===== config.mk =====
export PLATFORM = sky130hd
export DESIGN_NAME = csi_rx_lane_ctrl
export DESIGN_NICKNAME = d
export VERILOG_FILES = /design/src/rtl/csi_rx_lane_ctrl.sv
export SDC_FILE = /design/constraint.sdc
export NUM_CORES = 1
export LEC_CHECK = 0
export CAP_MARGIN = 20
export CELL_PAD_IN_SITES_DETAIL_PLACEMENT = 0
export CELL_PAD_IN_SITES_GLOBAL_PLACEMENT = 1
export CORE_UTILIZATION = 44
export CTS_BUF_LIST = sky130_fd_sc_hd__clkbuf_16
export CTS_CLUSTER_SIZE = 12
export DETAILED_ROUTE_END_ITERATION = 10
export PLACE_DENSITY_LB_ADDON = 0.1
export SETUP_SLACK_MARGIN = 0.02
export SKIP_LAST_GASP = 1
export SLEW_MARGIN = 40
export SYNTH_ARGS = -nofsm -noshare
export SYNTH_HDL_FRONTEND = slang
export SYNTH_SLANG_ARGS = --single-unit

===== constraint.sdc =====
create_clock -name CLK -period 3 [get_ports CLK]
set_input_delay 0.6 -clock CLK [delete_from_list [all_inputs] [get_ports CLK]]
set_output_delay 0.6 -clock CLK [all_outputs]
set_load 0.03 [all_outputs]

===== src/rtl/csi_rx_lane_ctrl.sv =====
// D-PHY RX lane sequencer: detects LP-11 -> LP-01 -> LP-00 SoT on all lanes and gates the HS capture window.
// Optional LP glitch filter enabled by defining CSI_RX_LP_FILTER_EN.
module csi_rx_lane_ctrl #(
    parameter int LANES      = 2,
    parameter int T_INIT     = 100,
    parameter int T_SETTLE   = 8,
    parameter int T_RQST_MAX = 64,
    parameter int T_HS_MAX   = 0,
    parameter int LP_FILT    = 4
) (
    input  logic             CLK,
    input  logic             RST,
    input  logic [LANES-1:0] LP_P,
    input  logic [LANES-1:0] LP_N,
    output logic             HS_TERM_EN,
    output logic             HS_RX_EN,
    output logic             ALIGN_RST,
    output logic             BURST_DONE,
    output logic             ERR_SOT,
    output logic             ERR_HS_TO,
    output logic [15:0]      BURST_CNT,
    output logic [2:0]       STATE
);

    typedef enum logic [2:0] {
        S_INIT    = 3'd0,
        S_STOP    = 3'd1,
        S_HS_RQST = 3'd2,
        S_SETTLE  = 3'd3,
        S_HS_RX   = 3'd4
    } state_t;

    // Aggregate LP code: {mixed, P, N}
    localparam logic [2:0] C_LP11 = 3'b011;
    localparam logic [2:0] C_LP10 = 3'b010;
    localparam logic [2:0] C_LP01 = 3'b001;
    localparam logic [2:0] C_LP00 = 3'b000;
    localparam logic [2:0] C_MIX  = 3'b100;

    localparam int             CW          = 16;
    localparam logic [CW-1:0]  INIT_LAST   = CW'(T_INIT - 1);
    localparam logic [CW-1:0]  SETTLE_LAST = CW'(T_SETTLE - 1);
    localparam logic [CW-1:0]  SOT_LAST    = CW'(T_RQST_MAX - 1);
    localparam logic [CW-1:0]  HS_LAST     = CW'((T_HS_MAX > 0) ? T_HS_MAX - 1 : 0);

    logic [LANES-1:0] r_p1, r_p2, r_n1, r_n2;
    logic [2:0]       w_code;
    logic [2:0]       w_lp;

    state_t           r_state, w_nxt;
    logic [CW-1:0]    r_cnt;
    logic [CW-1:0]    r_sot;
    logic [1:0]       r_bad;
    logic             w_sot_to, w_hs_to;
    logic             w_err_sot, w_err_hs, w_done;
    logic             r_done, r_err_sot, r_err_hs;
    logic [15:0]      r_burst_cnt;

    always_ff @(posedge CLK or posedge RST) begin
        if (RST) begin
            r_p1 <= '1;
            r_p2 <= '1;
            r_n1 <= '1;
            r_n2 <= '1;
        end else begin
            r_p1 <= LP_P;
            r_p2 <= r_p1;
            r_n1 <= LP_N;
            r_n2 <= r_n1;
        end
    end

    always_comb begin
        w_code = C_MIX;
        if ((&r_p2 || ~|r_p2) && (&r_n2 || ~|r_n2))
            w_code = {1'b0, r_p2[0], r_n2[0]};
    end

`ifdef CSI_RX_LP_FILTER_EN
    localparam int FW = $clog2(LP_FILT + 1);

    logic [2:0]    r_cand, r_filt;
    logic [FW-1:0] r_stab;
    logic          w_stable;

    // A new code reaches the FSM only after LP_FILT identical samples in a row.
    assign w_stable = (LP_FILT <= 1) || ((w_code == r_cand) && (r_stab >= FW'(LP_FILT - 1)));
    assign w_lp     = w_stable ? w_code : r_filt;

    always_ff @(posedge CLK or posedge RST) begin
        if (RST) begin
            r_cand <= C_LP11;
            r_filt <= C_LP11;
            r_stab <= '0;
        end else begin
            r_cand <= w_code;
            r_filt <= w_lp;
            if (w_code != r_cand)
                r_stab <= FW'(1);
            else if (r_stab < FW'(LP_FILT - 1))
                r_stab <= r_stab + 1'b1;
        end
    end
`else
    assign w_lp = w_code;
`endif

    assign w_sot_to = (r_sot >= SOT_LAST);
    assign w_hs_to  = (T_HS_MAX != 0) && (r_cnt >= HS_LAST);

    always_comb begin
        w_nxt     = r_state;
        w_err_sot = 1'b0;
        w_err_hs  = 1'b0;
        w_done    = 1'b0;
        case (r_state)
            S_INIT: begin
                if (w_lp == C_LP11 && r_cnt >= INIT_LAST)
                    w_nxt = S_STOP;
            end
            S_STOP: begin
                // LP-10, LP-00 or MIXED is tolerated for 2 cycles to absorb lane skew.
                if (w_lp == C_LP01) begin
                    w_nxt = S_HS_RQST;
                end else if (w_lp != C_LP11 && r_bad >= 2'd2) begin
                    w_nxt     = S_INIT;
                    w_err_sot = 1'b1;
                end
            end
            S_HS_RQST: begin
                if (w_sot_to || w_lp == C_LP10) begin
                    w_nxt     = S_INIT;
                    w_err_sot = 1'b1;
                end else if (w_lp == C_LP00) begin
                    w_nxt = S_SETTLE;
                end else if (w_lp == C_LP11) begin
                    w_nxt = S_STOP;
                end
            end
            S_SETTLE: begin
                if (w_sot_to) begin
                    w_nxt     = S_INIT;
                    w_err_sot = 1'b1;
                end else if (r_cnt >= SETTLE_LAST) begin
                    w_nxt = S_HS_RX;
                end
            end
            S_HS_RX: begin
                if (w_hs_to) begin
                    w_nxt    = S_INIT;
                    w_err_hs = 1'b1;
                end else if (w_lp == C_LP11) begin
                    w_nxt  = S_STOP;
                    w_done = 1'b1;
                end
            end
            default: w_nxt = S_INIT;
        endcase
    end

    always_ff @(posedge CLK or posedge RST) begin
        if (RST) begin
            r_state     <= S_INIT;
            r_cnt       <= '0;
            r_sot       <= '0;
            r_bad       <= '0;
            r_done      <= 1'b0;
            r_err_sot   <= 1'b0;
            r_err_hs    <= 1'b0;
            r_burst_cnt <= '0;
        end else begin
            r_state   <= w_nxt;
            r_done    <= w_done;
            r_err_sot <= w_err_sot;
            r_err_hs  <= w_err_hs;

            // Shared per-state counter: restarts on every state change.
            if (w_nxt != r_state || (r_state == S_INIT && w_lp != C_LP11))
                r_cnt <= '0;
            else if (r_cnt != '1)
                r_cnt <= r_cnt + 1'b1;

            // SoT timer spans HS_RQST and SETTLE without restarting.
            if ((r_state == S_HS_RQST || r_state == S_SETTLE) &&
                (w_nxt == S_HS_RQST || w_nxt == S_SETTLE)) begin
                if (r_sot != '1)
                    r_sot <= r_sot + 1'b1;
            end else begin
                r_sot <= '0;
            end

            if (r_state == S_STOP && w_nxt == S_STOP && w_lp != C_LP11) begin
                if (r_bad != 2'd3)
                    r_bad <= r_bad + 1'b1;
            end else begin
                r_bad <= '0;
            end

            if (w_done)
                r_burst_cnt <= r_burst_cnt + 16'd1;
        end
    end

    assign STATE      = r_state;
    assign HS_TERM_EN = (r_state == S_SETTLE) || (r_state == S_HS_RX);
    assign HS_RX_EN   = (r_state == S_HS_RX);
    assign ALIGN_RST  = (r_state != S_HS_RX);
    assign BURST_DONE = r_done;
    assign ERR_SOT    = r_err_sot;
    assign ERR_HS_TO  = r_err_hs;
    assign BURST_CNT  = r_burst_cnt;

endmodule


==> results of run 1 <==
==> worst max path at each step <==
stage	start	endpoint	slack (ns)	depth (start not counted)
4_1_cts	STATE[1]$_DFF_PP0_	HS_TERM_EN	0.20	4
6_report	STATE[1]$_DFF_PP0_	HS_TERM_EN	0.21	4
2_1_floorplan	STATE[1]$_DFF_PP0_	BURST_CNT[13]$_DFFE_PP0P_	0.57	8
5_1_grt	STATE[1]$_DFF_PP0_	HS_TERM_EN	0.11	4
3_3_place_gp	STATE[1]$_DFF_PP0_	HS_TERM_EN	0.56	4
3_5_place_dp	STATE[1]$_DFF_PP0_	HS_TERM_EN	0.55	4
==> kinds of logic (layout without fill, tap and decap cells) <==
family | Yosys count | count (layout) | share of synthesized area (%)
other cells | 1 | 11 | 0.129
fa+ha+maj | 5 | 5 | 2.15
simple gates | 124 | 124 | 22.2
buf+inv | 16 | 59 | 2.53
flops | 63 | 63 | 54.4
mux | 3 | 3 | 1.07
compound gates | 32 | 32 | 8.46
xor+xnor | 30 | 30 | 9.01
==> cells in the mapped netlist, drive strengths merged, types with 5 or more instances <==
library cell and number:
dfrtp 55, nor2 38, nand3 24, xnor2 18
nand2 17, xor2 12, a21oi 10, and3 10
nor3 10, inv 9, dfstp 8, nand4 6
ha 5
==> through the flow <==
step / hold WS, ns / cell area, um^2 / worst slack [ns]
6_report: 0.355 / 3640 / 0.209
5_1_grt: 0.359 / 3640 / 0.113
4_1_cts: 0.356 / 3640 / 0.204
3_5_place_dp: 0.347 / 3350 / 0.549
3_3_place_gp: 0.347 / 3350 / 0.560
2_1_floorplan: 0.345 / 2950 / 0.571
==> routing by layer <==
layer	up-vias	global-route usage (%)	share of wire (%)
li1	1046	-	-
met1	996	23.1	49
met2	39	26.6	45
met3	7	6.06	4.3
met4	0	6.43	1.2
met5	-	0	0
==> state kept, by name (all words and copies together) (netlist names) <==
register    cells
BURST_CNT      16
BURST_DONE      1
ERR_SOT         1
STATE           3
r_bad           2
r_cnt          16
r_n1            2
r_n2            2
r_p1            2
r_p2            2
r_sot          16
==> power by group through the flow <==
stage / registers, mW / logic [mW] / clock network (mW)
after floorplan: 0.888 / 0.0306 / 0
after global placement: 0.892 / 0.0458 / 0
after detailed placement: 0.892 / 0.0459 / 0
after CTS: 0.878 / 0.0460 / 1.01
after global routing: 0.879 / 0.0508 / 1.05
final: 0.878 / 0.0443 / 0.985
==> critical path: cells and delay by family, from the launching register on <==
kind	cells	cell delay, ns
flip-flops	1	0.48
AND/OR/NAND/NOR	2	0.66
buffers and inverters	2	0.74
==> placed cells by master, fill, tap and decap left out, types with 3 or more instances in the layout <==
master / instances
conb_1: 11
xnor2_1: 18
nand3_1: 24
clkbuf_16: 9
nand2_1: 17
nor4_1: 3
and3_1: 10
clkinvlp_4: 3
nor2_2: 5
o21ai_0: 4
dfrtp_1: 55
buf_4: 4
ha_1: 5
nor3_1: 10
dfstp_2: 8
nor2_1: 33
clkdlybuf4s50_1: 29
inv_1: 9
or2_2: 3
a21oi_1: 10
nand4_1: 5
xor2_1: 12
==> area by class of cell <==
cell class	count	area, um^2	area share, %
inverter	9	33.8	0.928
multi-input combinational	205	1290	35.5
tap	77	96.3	2.65
timing repair buffer	34	340	9.35
clock buffer	9	225	6.19
sequential	63	1590	43.6
clock inverter	7	65.1	1.79
==> summary.md, run 1 <==
| Metric | Value |
|---|---|
| Run status | finished clean |
| NetSw | 0.390 mW |
| Power share of the clock group | 51.7% |
| Hold worst-path end | r_n2[0]$_DFF_PP1_ |
| CP Launch Type | register |
| CTS H-tree depth | 3 |
| Dpl cells | 388 |
| LEAKAGE | 1.58 nW |
| Largest net degree at the start of global routing | 64 |
| Reg2Reg Depth | 6 |
| GPL Wtd Cong | 0.813 |
| Crit-path max FO | 11 |
| ANT cells | 0 |
| Vias | 2088 |
| WP data arrival | 2.19 ns |
| Fin nets | 333 |
| Area contributors post-synth | dfrtp_1 (47%), dfstp_2 (7.2%), xnor2_1 (5.4%) |
| Layout Utilization | 57.0% |
| Part of the power in registers | 46.0% |
| Post-synthesis cell area | 2920 um^2 |
| Fraction of registers with async set/reset | 100% |
| Filler cells | 563 |
| Clock Path Buffers | 2 |
| Net Sw Frac | 20.4% |
| Pwr Total | 1.91 mW |
| Worst R2R Start | r_cnt[13]$_DFFE_PP0P_ |
| Core Area | 6390 um^2 |
| Layout cells sized above 1 | 14.4% |
| Clk Latency, worst-skew pair | 0.32 ns |
| Int Pwr | 1.52 mW |
| GRT overflow | 0 |
| Detailed Place HPWL | 3840 um |
| Setup violators final | 0 |
| Setup TNS | 0 ns |
| Fin crit share | 93.0% |
| Initial core utilization | 45.7% |
| Routed len/inst | 13.5 um |
| Input/output buffers | 29 |
| Row Count | 29 |
| Flops & latches, synth | 63 |
| Fmax | 358 MHz |
| Final hold violation count | 0 |
| Max-slew violations | 0 |
| Largest area contributor in the netlist | dfrtp_1 |
| Via-to-Cell Ratio | 5.17 |
| Hold WC Path Type | register to register |
| Chip width | 83.4 um |
| Hold_buf cts | 0 |
| Global-route wire length before repair | 9410 um |
| VDD IR-drop max | 418 uV |
| Critical path type | register to primary output |
| Synth unique cells | 49 |
| Gate power share | 2.3% |
| Worst path max stage delay | 0.65 ns |
| Flop2flop setup slack | 0.49 ns |
| CTS tree | yes |
| Pwr/cell area | 524 nW/um^2 |
| RSZ-0062 raised after global routing | false |
| Worst hold path cell count | 0 |
| Gr usage total | 17.5% |
| Die Footprint | 6960 um^2 |
| Antenna-violating nets left | 0 |
| Post-synth top area share | 47.2% |
| Minimum clock period | 2.79 ns |
| Drt initial violations | 110 |
| Cell count after synthesis | 274 |
| Worst-path cell chain | or3b_2 > inv_1 > or2_2 > clkdlybuf4s50_1 |
| Drc violations | 0 |
| Req. time, crit path | 2.40 ns |
| Max Clock Skew | 0.00768 ns |
| IO Pins | 31 |
| Synthesis-to-layout area growth | 24.8% |
| Clock sink total | 63 |
| Setup Fix Bufs, Post-CTS | 0 |
| # Max-Cap Violations | 0 |
| TritonRoute pass-1 iters | 6 |
| Post-route insts no fill | 404 |
| Sequential area share after synthesis | 54.4% |
| Hold_sp | r_n1[0]$_DFF_PP1_ |
| Root Buffer | clkbuf_16 |
| Critical-path top delay cell | clkdlybuf4s50_1 |
| Critical Path End Type | primary output |
| Top_reg_cell synth | dfrtp_1 |
| Post-CTS resize count | 0 |
| Routed Wire Length | 5460 um |
| Reg clk slew, reported paths | 0.05 ns |
| Initial antenna violation count | 0 |
| Warnings from Yosys | 0 |
| Vias in the first global route | 1997 |
| Avg Synthesized Cell Area | 10.6 um^2 |
| Cts bufs inserted | 9 |
| R2r endpoint | r_cnt[2]$_DFFE_PP0P_ |
| Post-synth EDFFs | 0 |
| Die Ht | 83.4 um |
Power figures use the tool's default switching activity.
==> run 2, diff against run 1 <==
--- a/config.mk
+++ b/config.mk
@@ -8,6 +8,7 @@
 export CAP_MARGIN = 20
 export CELL_PAD_IN_SITES_DETAIL_PLACEMENT = 0
 export CELL_PAD_IN_SITES_GLOBAL_PLACEMENT = 1
+export CORE_MARGIN = 1.5
 export CORE_UTILIZATION = 44
 export CTS_BUF_LIST = sky130_fd_sc_hd__clkbuf_16
 export CTS_CLUSTER_SIZE = 12
==> summary.md, run 2 (synthesis results as in run 1) <==
| Metric | Value |
|---|---|
| Pwr Total | 1.90 mW |
| Input/output buffers | 29 |
| WP data arrival | 2.22 ns |
| Die Footprint | 7120 um^2 |
| RSZ-0062 raised after global routing | false |
| Antenna-violating nets left | 0 |
| Setup TNS | 0 ns |
| IO Pins | 31 |
| Post-route insts no fill | 404 |
| Drt initial violations | 119 |
| Vias | 2045 |
| Min Hold Slack | 0.354 ns |
| Worst R2R Start | r_cnt[13]$_DFFE_PP0P_ |
| CP Launch Type | register |
| Post-CTS resize count | 0 |
| Detailed Place HPWL | 3750 um |
| Minimum clock period | 2.82 ns |
| Flop2flop setup slack | 0.54 ns |
| Fmax | 354 MHz |
| Crit-path max FO | 11 |
| Row Count | 29 |
| Cell area after layout | 3620 um^2 |
| Clock sink total | 63 |
| Gr usage total | 17.3% |
| Routed len/inst | 13.7 um |
| Setup violators final | 0 |
| GRT overflow | 0 |
| Req. time, crit path | 2.40 ns |
| Reg2Reg Depth | 6 |
| LEAKAGE | 1.59 nW |
| Root Buffer | clkbuf_16 |
| Final worst slack | 0.177 ns |
| Most frequent cells in the layout | dfrtp_1 (55), nor2_1 (33), clkdlybuf4s50_1 (29) |
| Reg clk slew, reported paths | 0.05 ns |
| Pwr/cell area | 524 nW/um^2 |
| TritonRoute pass-1 iters | 4 |
| Most common cell after layout, fill and taps aside | dfrtp_1 |
| Via-to-Cell Ratio | 5.06 |
| Setup WS pre-CTS | 0.513 ns |
| GPL Wtd Cong | 0.838 |
| Hold_sp | r_n1[0]$_DFF_PP1_ |
| Filler cells | 580 |
| Setup Fix Bufs, Post-CTS | 0 |
| Cts bufs inserted | 9 |
| Placed Area | 3340 um^2 |
| Final hold violation count | 0 |
| Drc violations | 0 |
| Layout Utilization | 56.7% |
| VDD IR-drop max | 356 uV |
| Worst path max stage delay | 0.66 ns |
| Worst-path cell chain | or3b_2 > inv_1 > or2_2 > clkdlybuf4s50_1 |
| CP Buf/Inv Count | 2 |
| Critical path type | register to primary output |
| Hold WC Path Type | register to register |
| Critical Path End Type | primary output |
| # Max-Cap Violations | 0 |
| Chip width | 84.4 um |
| Fin nets | 333 |
| CTS tree | yes |
| CTS H-tree depth | 3 |
| Hold_buf cts | 0 |
| Largest net degree at the start of global routing | 64 |
| Initial antenna violation count | 0 |
| Vias in the first global route | 1982 |
| Critical-path top delay cell | clkdlybuf4s50_1 |
| ANT cells | 0 |
| CP delay by family, top | buffers and inverters |
| Max-slew violations | 0 |
| Max_slew headroom | 62.5% |
| Dpl cells | 388 |
| Hold worst-path end | r_n2[0]$_DFF_PP1_ |
| Synthesis-to-layout area growth | 24.2% |
| Run status | finished clean |
| Clk Latency, worst-skew pair | 0.32 ns |
| Core Area | 6390 um^2 |
| Max Clock Skew | 0.00411 ns |
| Clock Path Buffers | 2 |
| R2r endpoint | r_cnt[2]$_DFFE_PP0P_ |
| Routed Wire Length | 5530 um |
| Worst hold path cell count | 0 |
| Fin crit share | 94.1% |
| Initial core utilization | 45.7% |
| Worst Tran Pin Value | 0.563 ns |
| Layout cells sized above 1 | 14.1% |
| Global-route wire length before repair | 9720 um |
| Die Ht | 84.4 um |
[run 2: cell types whose count changed in the layout (fill, tap and decap cells not counted), sizes merged]
cell and delta:
clkinvlp -3, clkinv +2, inv +1
[run 2: routing by layer]
metal  GRT usage (%)  share of wire (%)  wire length (um)  up-vias
met5               0                  0                 0        -
met4            7.62               0.49                27        0
met3            4.52                3.8               211        2
met2            24.6                 44              2460       30
met1            24.9                 51              2840      973
li1                -                  -                 -     1040
[run 2: area by class of cell]
class | count | area (um^2) | area share, %
Clock buffer | 9 | 225 | 6.22
Clock inverter | 7 | 56.3 | 1.55
Inverter | 9 | 33.8 | 0.933
Multi-Input combinational cell | 205 | 1290 | 35.7
Sequential cell | 63 | 1590 | 43.8
Tap cell | 77 | 96.3 | 2.66
Timing Repair Buffer | 34 | 332 | 9.15
[run 2: power by group]
group	total (mW)	internal, mW	switching, mW
Clock	0.979	0.628	0.351
Sequential	0.878	0.868	0.00998
Combinational	0.0422	0.0141	0.0281
Total	1.90	1.51	0.389
[run 2: how the worst max path moves through the flow]
stage | startpoint | to | cells past startpoint
floorplan | STATE[1]$_DFF_PP0_ | BURST_CNT[13]$_DFFE_PP0P_ | 8
global placement | STATE[1]$_DFF_PP0_ | HS_TERM_EN | 4
detailed placement | STATE[1]$_DFF_PP0_ | HS_TERM_EN | 4
finish | STATE[1]$_DFF_PP0_ | HS_TERM_EN | 4
CTS | STATE[1]$_DFF_PP0_ | HS_TERM_EN | 4
global route | STATE[1]$_DFF_PP0_ | HS_TERM_EN | 4
